**config.mk**
```make
export PLATFORM = sky130hd
export DESIGN_NAME = serial_sub4b
export DESIGN_NICKNAME = d
export VERILOG_FILES = /design/src/rtl/serial_sub4b.sv
export SDC_FILE = /design/constraint.sdc
export NUM_CORES = 1
export LEC_CHECK = 0
export CORE_MARGIN = 3
export CORE_UTILIZATION = 45
export CTS_CLUSTER_DIAMETER = 120
export DETAILED_ROUTE_END_ITERATION = 10
export GPL_TIMING_DRIVEN = 1
export PLACE_DENSITY = 0.71
export SLEW_MARGIN = 30
export SYNTH_ARGS = -nofsm -noshare
export SYNTH_HDL_FRONTEND = slang
export SYNTH_SLANG_ARGS = --single-unit
export TNS_END_PERCENT = 30
```
**constraint.sdc**
```tcl
create_clock -name clk -period 3.3 [get_ports clk]
set_input_delay 0.33 -clock clk [delete_from_list [all_inputs] [get_ports clk]]
set_output_delay 0.33 -clock clk [all_outputs]
set_load 0.005 [all_outputs]
```
**src/rtl/serial_sub4b.sv**
```systemverilog
// Bit-serial unsigned subtractor: latches A and B, ripples a borrow LSB-first
// one bit per enabled cycle, and presents {borrow, difference} on Diff.
//
// state | meaning
// IDLE  | waiting for start
// RUN   | shifting one operand bit per enabled edge, cnt bits done so far
// DONE  | result just written to Diff, one-cycle done strobe
module serial_sub4b #(
  parameter int W = 4
) (
  input  logic         clk,
  input  logic         rst,
  input  logic         enable,
  input  logic         start,
  input  logic [W-1:0] A,
  input  logic [W-1:0] B,
  output logic         busy,
  output logic         done,
  output logic [W:0]   Diff
);

  localparam int CW = $clog2(W + 1);

  typedef enum logic [1:0] {IDLE, RUN, DONE} state_t;

  state_t        state, state_nx;
  logic [W-1:0]  a_sh, b_sh;
  // Holds the W-1 bits already produced; the bit computed on the last edge
  // goes straight into Diff, so a full W-bit collector is never needed.
  logic [W-2:0]  r_sh;
  logic          br;
  logic [CW-1:0] cnt;

  logic accept, last, d, br_nx;

  always_comb begin
    d        = a_sh[0] ^ b_sh[0] ^ br;
    br_nx    = (~a_sh[0] & b_sh[0]) | (~(a_sh[0] ^ b_sh[0]) & br);
    accept   = enable && start && (state == IDLE || state == DONE);
    last     = (state == RUN) && (cnt == CW'(W - 1));
    state_nx = state;
    if (enable) begin
      case (state)
        IDLE:    if (start) state_nx = RUN;
        RUN:     if (last) state_nx = DONE;
        DONE:    state_nx = start ? RUN : IDLE;
        default: state_nx = IDLE;
      endcase
    end
  end

  always_ff @(posedge clk or negedge rst) begin
    if (!rst) begin
      state <= IDLE;
      busy  <= 1'b0;
      done  <= 1'b0;
    end else begin
      state <= state_nx;
      busy  <= (state_nx == RUN);
      done  <= (state_nx == DONE);
    end
  end

  always_ff @(posedge clk or negedge rst) begin
    if (!rst) begin
      a_sh <= '0;
      b_sh <= '0;
      r_sh <= '0;
      br   <= 1'b0;
      cnt  <= '0;
      Diff <= '0;
    end else if (accept) begin
      a_sh <= A;
      b_sh <= B;
      br   <= 1'b0;
      cnt  <= '0;
    end else if (enable && state == RUN) begin
      a_sh <= a_sh >> 1;
      b_sh <= b_sh >> 1;
      r_sh <= (W-1)'({d, r_sh} >> 1);
      br   <= br_nx;
      cnt  <= cnt + 1'b1;
      if (last) Diff <= {br_nx, d, r_sh};
    end
  end

endmodule

```
# Word level (Yosys, flattened, before mapping)
# Index checks and enable logic that the tools add are counted.
# Widths: inputs -> output; s select.
# word_totals
ff_bits	24
in_bits	12
output_inout_bits	7
word_cells	45
# classes
add_sub_neg	1
n_eq_ne	5
n_mux	13
n_bitwise	8
reduce_logical	9
# op_table
op	count
$mux 4	4
$mux 2	3
$mux 3	2
$pmux 2 s3	1
$eq 2x1->1 const B	2
$eq 2x2->1 const B	2
$logic_and 1x1->1	4
$add 3x1->3 const B	1
$eq 3x2->1 const B	1
$mux 1	3
$not 1->1	3
$reduce_and 3->1	1
$and 1x1->1	2
$logic_not 2->1	1
$reduce_and 2->1	1
$reduce_bool 2->1	1
$xor 1x1->1	2
$logic_or 1x1->1	1
$or 1x1->1	1

# Longest topological paths before layout
# Gate-level depths: netlist of the first run.
# logic_depth
word_depth	6
ltp_mapped	6

# Worst setup path before layout of the first run
# OpenSTA, ideal clock, no wires.
# synth_path
path_type	register to register
from	reg cnt[0]
to	reg Diff[0]
arrival_time_ns	1.297
required_time_ns	3.175
setup_slack_ns	1.878
stages_incl_launch_ff	5
n_path_buf	0
cell_sequence	dfrtp_1 -> ha_1 -> ha_1 -> nand4b_1 -> mux2_2
# synth_between
elab_chain_len	3
# synth_lines
item	line_no	source
from (decl)	32	logic [CW-1:0] cnt;
from (signal assigned)	82	cnt <= cnt + 1'b1;
$eq 3x2->1	40	last = (state == RUN) && (cnt == CW'(W - 1));
$logic_and 1x1->1	40	
$reduce_and 3->1 (no source line)	n/a	
to (signal assigned)	83	if (last) Diff <= {br_nx, d, r_sh};
to (decl)	19	output logic [W:0] Diff
# Every way passes these cells.
# A chain may end at the register's enable or synchronous reset.

# Final worst setup path of the first run
# layout_path
from	in enable
to	reg b_sh[0]
# layout_between
elab_chain_len	3
elab_cells_between_ends	5
cone_classes	mux: 1; reduce/logical: 4
# layout_lines
item	line_no	source
from (decl)	13	input logic enable,
$logic_and 1x1->1 (2 in a row)	39	accept = enable && start && (state == IDLE || state == DONE);
$mux 4 / $reduce_bool 2->1 (equally long branches)	n/a	
to (signal assigned)	79	b_sh <= b_sh >> 1;
to (decl)	27	logic [W-1:0] a_sh, b_sh;
# Parallel ways exist; a longest one is shown, timed or not.

==> out/results.ini, run 1 <==
[logic_synthesis]
synthAdderAreaFrac_pct=4.51
synth_xor_xnor_area_share_pct=0.877
synthCells=81
synth_compound_area_share_pct=14.4
synth_nets=96
synth_area_um2=998
synth-warning-count=0
seq_area_frac_synth_pct=60.2
synth_area_per_cell_um2=12.3
muxShareOfSynthArea_pct=4.51
synth_top_family_by_area=compound AO/OA/AOI/OAI gates
synth.distinct_cells=22
yosys.area.top_type=dfrtp_1
synth_area_leaders=dfrtp_1 60%, a22o_1 5.3%, mux2_2 4.5%
synth-seq-cells=24
synth_top_area_share_pct=60.2
synth_simple_gate_area_share_pct=9.90

[global_routing]
grt_pass1_vias=607
grt_pass1_wl_mm=2.71
grt_overflow=0
antenna_found_initial=0
grt_usage_pct=13.9
grt_max_degree=25

[clocking]
cts_made_buffers=3
cts_tree=built
clock_path_buffers=2
clk_latency_ps=300
cts.sinks=24
cts.clk_slew.worst_paths_ps=120
cts_root_buf=clkbuf_4
htreeDepth=1
cts_resized=0

[routing]
antenna_left=0
routed_wirelength_mm=1.66
wl_per_cell_um=13.2
drt_first_pass_iters=4
vias=657
first_iter_violations=17
via_per_inst=5.21
drc=0

[sta]
hold_violations=0
post-route-period-util_pct=48.4
tightest_slew_ps=514
setup_viol_count_final=0
final_max_slew_viol_count=0
clock-skew-final_ps=4.36
tns_ps=0
rsz0062_at_grt=false
holdWs_ps=485
fmax_mhz=627
min_period_ps=1600
relSlewSlack_pct=65.8

[final_layout]
final_nets=116
num-fill-cells=165
syn_to_final_growth_pct=20.8
mostFrequentLayoutCells=24 x dfrtp_1, 17 x clkdlybuf4s50_1, 8 x nand2_1, 6 x inv_1, 6 x a22o_1
mostFrequentLayoutCell=dfrtp_1
num_antenna_cells=0
drive_above_1_share_pct=9.09

[setup_path]
cp_max_fo=11
worstSetupEndpointType=flop
reg2reg_slack_ps=1720
r2r_start=cnt[0]
crit_chain=clkdlybuf4s50_1 > and3b_1 > nor2_2 > a221o_1
critPathLaunchType=input pin
arrival_ps=1790
path_buf_inv=1
cp_slowest_cell=clkdlybuf4s50_1
critical_path_required_ps=3500
cp-startpoint=enable
crit_family=simple AND/OR/NAND/NOR gates
crit_path_max_incr_delay_ps=570
criticalPathCategory=input pin to flop

[die]
ioPinCount=19
rows=16
die_h_um=53.1
start_util_pct=49.4
die_w_um=53.1
coreArea_mm2=0.00202
fp.dieArea_mm2=0.00282

[pwr]
power_density_mw_per_mm2=797
leakagePower_uw=0.000574
peakVddDrop_uv=507

[run_status]
status=finished, final reports clean

[min_path]
holdCritStartpoint=r_sh[0]
min_path_type=flop to flop

[placement]
gp_congestion=0.837
place_hpwl_mm=1.21
io_buffers=18

[run]
max_cap_viol_count=0

metrics by stage:
stage | instances | util [%] | instance area (µm²) | worst slack [ps] | power [µW]
after detailed placement | 122 | 58.0 | 1170 | 1400 | 851
after global routing | 126 | 59.7 | 1210 | 1600 | 1040
final | 126 | 59.7 | 1210 | 1700 | 961
after global placement | 122 | 58.3 | 1180 | 1460 | 838
after CTS | 126 | 59.7 | 1210 | 1690 | 972
after floorplan | 81 | - | 998 | 1880 | 724
metal layers:
metal  vias to the layer above  GRT usage, %  share of wire (%)
met2                        13          20.9                 46
met3                         2          4.23                4.6
met5                         -             0                  0
met1                       324          17.9                 48
li1                        318             -                  -
met4                         0          7.66                1.0
what timing repair did:
action                    CTS  global route
hold endpoints to repair   24             0
hold buffers                1             0
setup buffers               0             0
Yosys cell counts (all sizes together):
cell and count:
nand4b 1, fa 1, a22o 6, a221o 2, nand2 8, buf 4
dfrtp 24, and3b 2, a21o 2, a21oi 3, inv 6, ha 2
xnor2 1, and2 1, mux2 4, nand3b 2, o21ai 4, o22ai 2
nor2 5, o2bb2ai 1
power by group:
part / internal (µW) / leakage [µW] / switching [µW]
Clock: 42.6 / 0.0000138 / 80.3
Combinational: 195 / 0.000256 / 158
Sequential: 417 / 0.000305 / 68.5
Total: 655 / 0.000574 / 307
tightest hold or removal path: stages, from the launching register on:
cell and delay (ps):
dfrtp_1 360, nand2_1 50, nand2_1 50
final timing paths:
path,endpoint,cells past startpoint
hold reg to reg,r_sh[0],2
hold / removal,r_sh[0],2
min in group asynchronous,r_sh[1],2
setup reg to reg,done,5
max in group asynchronous,b_sh[3],2
setup / recovery,b_sh[0],4
layout make-up:
class	instances	area, µm²	area share, %
Sequential cell	24	601	49.8
Clock buffer	3	22.5	1.87
Tap cell	27	33.8	2.80
Inverter	6	22.5	1.87
Timing Repair Buffer	19	185	15.4
Multi-Input combinational cell	47	342	28.3
registers in the layout, summed over array words and instances (netlist names):
| register | flops |
|---|---|
| busy | 1 |
| a_sh | 4 |
| r_sh | 3 |
| cnt | 3 |
| Diff | 5 |
| br | 1 |
| state | 2 |
| b_sh | 4 |
| done | 1 |
kinds of logic after synthesis:
kind of cell               count (synthesis)
xor gates and xnor gates                   1
DFF                                       24
and+or+nand+nor                           19
AOI/OAI and AO/OA                         20
adders and majority gates                  3
muxes                                      4
buffers and inverters                     10
Note: power is estimated with default switching activity, not from simulation.
==> run 2, diff against run 1 <==
CORE_UTILIZATION = 44   (was 45)
PLACE_DENSITY = 0.72   (was 0.71)
clock period = 1.3 ns   (was 3.3 ns; I/O delays follow)
==> run 2 against run 1 <==
The flow now finishes with violations (negative setup slack). Sequential share of layout area is 5.6 points lower. Setup slack worse by 1900 ps. Final area is 13% higher. Global-route usage is 1.6 points higher. Register-to-register slack worse by 1900 ps. Routed wire length is 11% higher. Die area is 2.0% higher. Final cell count is 8.7% higher. Sequential power grew to 2.5 times the previous value. Non-clock buffer count is 10 higher. Largest cell class unchanged. Highest routed layer unchanged.
==> out/results.ini, run 2 (synthesis gave the netlist of run 1 again) <==
[final_layout]
num-fill-cells=161
top_regs=Diff (5), a_sh (4), b_sh (4)
largest_reg_flops=5
regMostFlops=Diff
num_antenna_cells=0
mostFrequentLayoutCell=dfrtp_1
mostFrequentLayoutCells=24 x dfrtp_1, 11 x clkdlybuf4s50_1, 8 x nand2_1, 8 x buf_4
syn_to_final_growth_pct=36.2
drive_above_1_share_pct=20.9
final_nets=126
post-route-util_pct=66.0

[routing]
routed_wirelength_mm=1.84
first_iter_violations=4
drt_first_pass_iters=4
vias=696
wl_per_cell_um=13.4
drc=0
via_per_inst=5.08
antenna_left=0

[placement]
place_hpwl_mm=1.28
gp_congestion=0.701
io_buffers=18
place_ws_ps=-196

[setup_path]
rr_endpoint=Diff[0]
worstSetupEndpointType=flop
criticalPathCategory=flop to flop
reg2reg_slack_ps=-150
crit_chain=ha_2 > ha_4 > nand4b_1 > buf_6 > mux2_4
crit_path_max_incr_delay_ps=410
arrival_ps=1650
critPathLaunchType=flop
cp_slowest_cell=dfrtp_1
critical_path_required_ps=1510
reg2reg_depth=5
cp_max_fo=6
r2r_start=cnt[1]

[global_routing]
grt_usage_pct=15.5
grt_pass1_vias=710
antenna_found_initial=0
grt_overflow=0
grt_max_degree=25
grt_pass1_wl_mm=3.18

[pwr]
peakVddDrop_uv=1140
power_density_mw_per_mm2=2100
leakagePower_uw=0.000695
power_uw=2860

[clocking]
cts_root_buf=clkbuf_4
cts.sinks=24
cts_tree=built
htreeDepth=1
clk_latency_ps=310
postCtsHoldBufs=0
cts_made_buffers=3
cts.clk_slew.worst_paths_ps=130
clock_path_buffers=2

[die]
die_h_um=53.6
coreArea_mm2=0.00206
rows=16
ioPinCount=19
fp.dieArea_mm2=0.00288
start_util_pct=48.4
die_w_um=53.6

[min_path]
min_path_type=input pin to asynchronous set/reset pin

[sta]
rsz0062_at_grt=true
hold_violations=0
relSlewSlack_pct=80.3
post-route-period-util_pct=111
min_period_ps=1450
fmax_mhz=691
tightest_slew_ps=295
fin_ws_ps=-147
setup_viol_count_final=6
clock-skew-final_ps=6.99
final_max_slew_viol_count=0

[run]
max_cap_viol_count=0

[run_status]
violations=negative setup slack
status=finished, violations left

run 2: report_power, final:
part	total (µW)	switching (µW)	internal (µW)
logic	1100	459	639
clock network	531	220	312
registers	1230	174	1060
total	2860	853	2010
run 2: worst max path at each step:
stage	startpoint	to	slack, ps
floorplan	cnt[0]	Diff[0]	-120
global route	cnt[1]	Diff[0]	-180
detailed placement	cnt[0]	Diff[0]	-200
global placement	enable	a_sh[2]	-160
finish	cnt[1]	Diff[0]	-150
CTS	cnt[1]	Diff[0]	-140
run 2: stage by stage:
| stage | cell area, µm² | instances | hold WS, ps | TNS, ps |
|---|---|---|---|---|
| 3_5_place_dp | 1270 | 133 | 466 | -1970 |
| 6_report | 1360 | 137 | 157 | -596 |
| 5_1_grt | 1360 | 137 | 167 | -1020 |
| 3_3_place_gp | 1270 | 133 | 460 | -1670 |
| 2_1_floorplan | 998 | 81 | -166 | -593 |
| 4_1_cts | 1350 | 137 | 156 | -544 |
run 2: final cells by class:
type	instances	area (µm²)	share of cell area [%]
Clock buffer	3	22.5	1.66
Clock inverter	1	30.0	2.21
Inverter	6	22.5	1.66
Multi-Input combinational cell	47	373	27.4
Sequential cell	24	601	44.2
Tap cell	27	33.8	2.48
Timing Repair Buffer	29	278	20.4
run 2: worst max-delay path, delay by kind of cell, from the launching register on:
kind                     cells  cell delay [ps]
AND/OR/NAND/NOR              1              130
buffers and inverters        1              160
multiplexers                 1              300
adder cells (fa/ha/maj)      2              350
flip-flops                   1              410
run 2: repair_timing:
action | 4_1_cts | 5_1_grt
endpoints found under the setup margin | 12 | 13
gates resized for setup | 14 | 3
buffers inserted | 0 | 0
pin swaps | 1 | 2
run 2: metal layers:
metal	track usage (%)	part of all wire (%)	wire, µm
met4	7.23	2.2	40
met1	18.6	44	810
met2	26.5	49	901
met3	3.32	4.5	83
met5	0	0	0
==> run 3, diff against run 2 <==
CTS_CLUSTER_DIAMETER = default   (was 120)
==> results of run 3 <==
No change in the layout: final DEF, timing and power equal those of run 2.
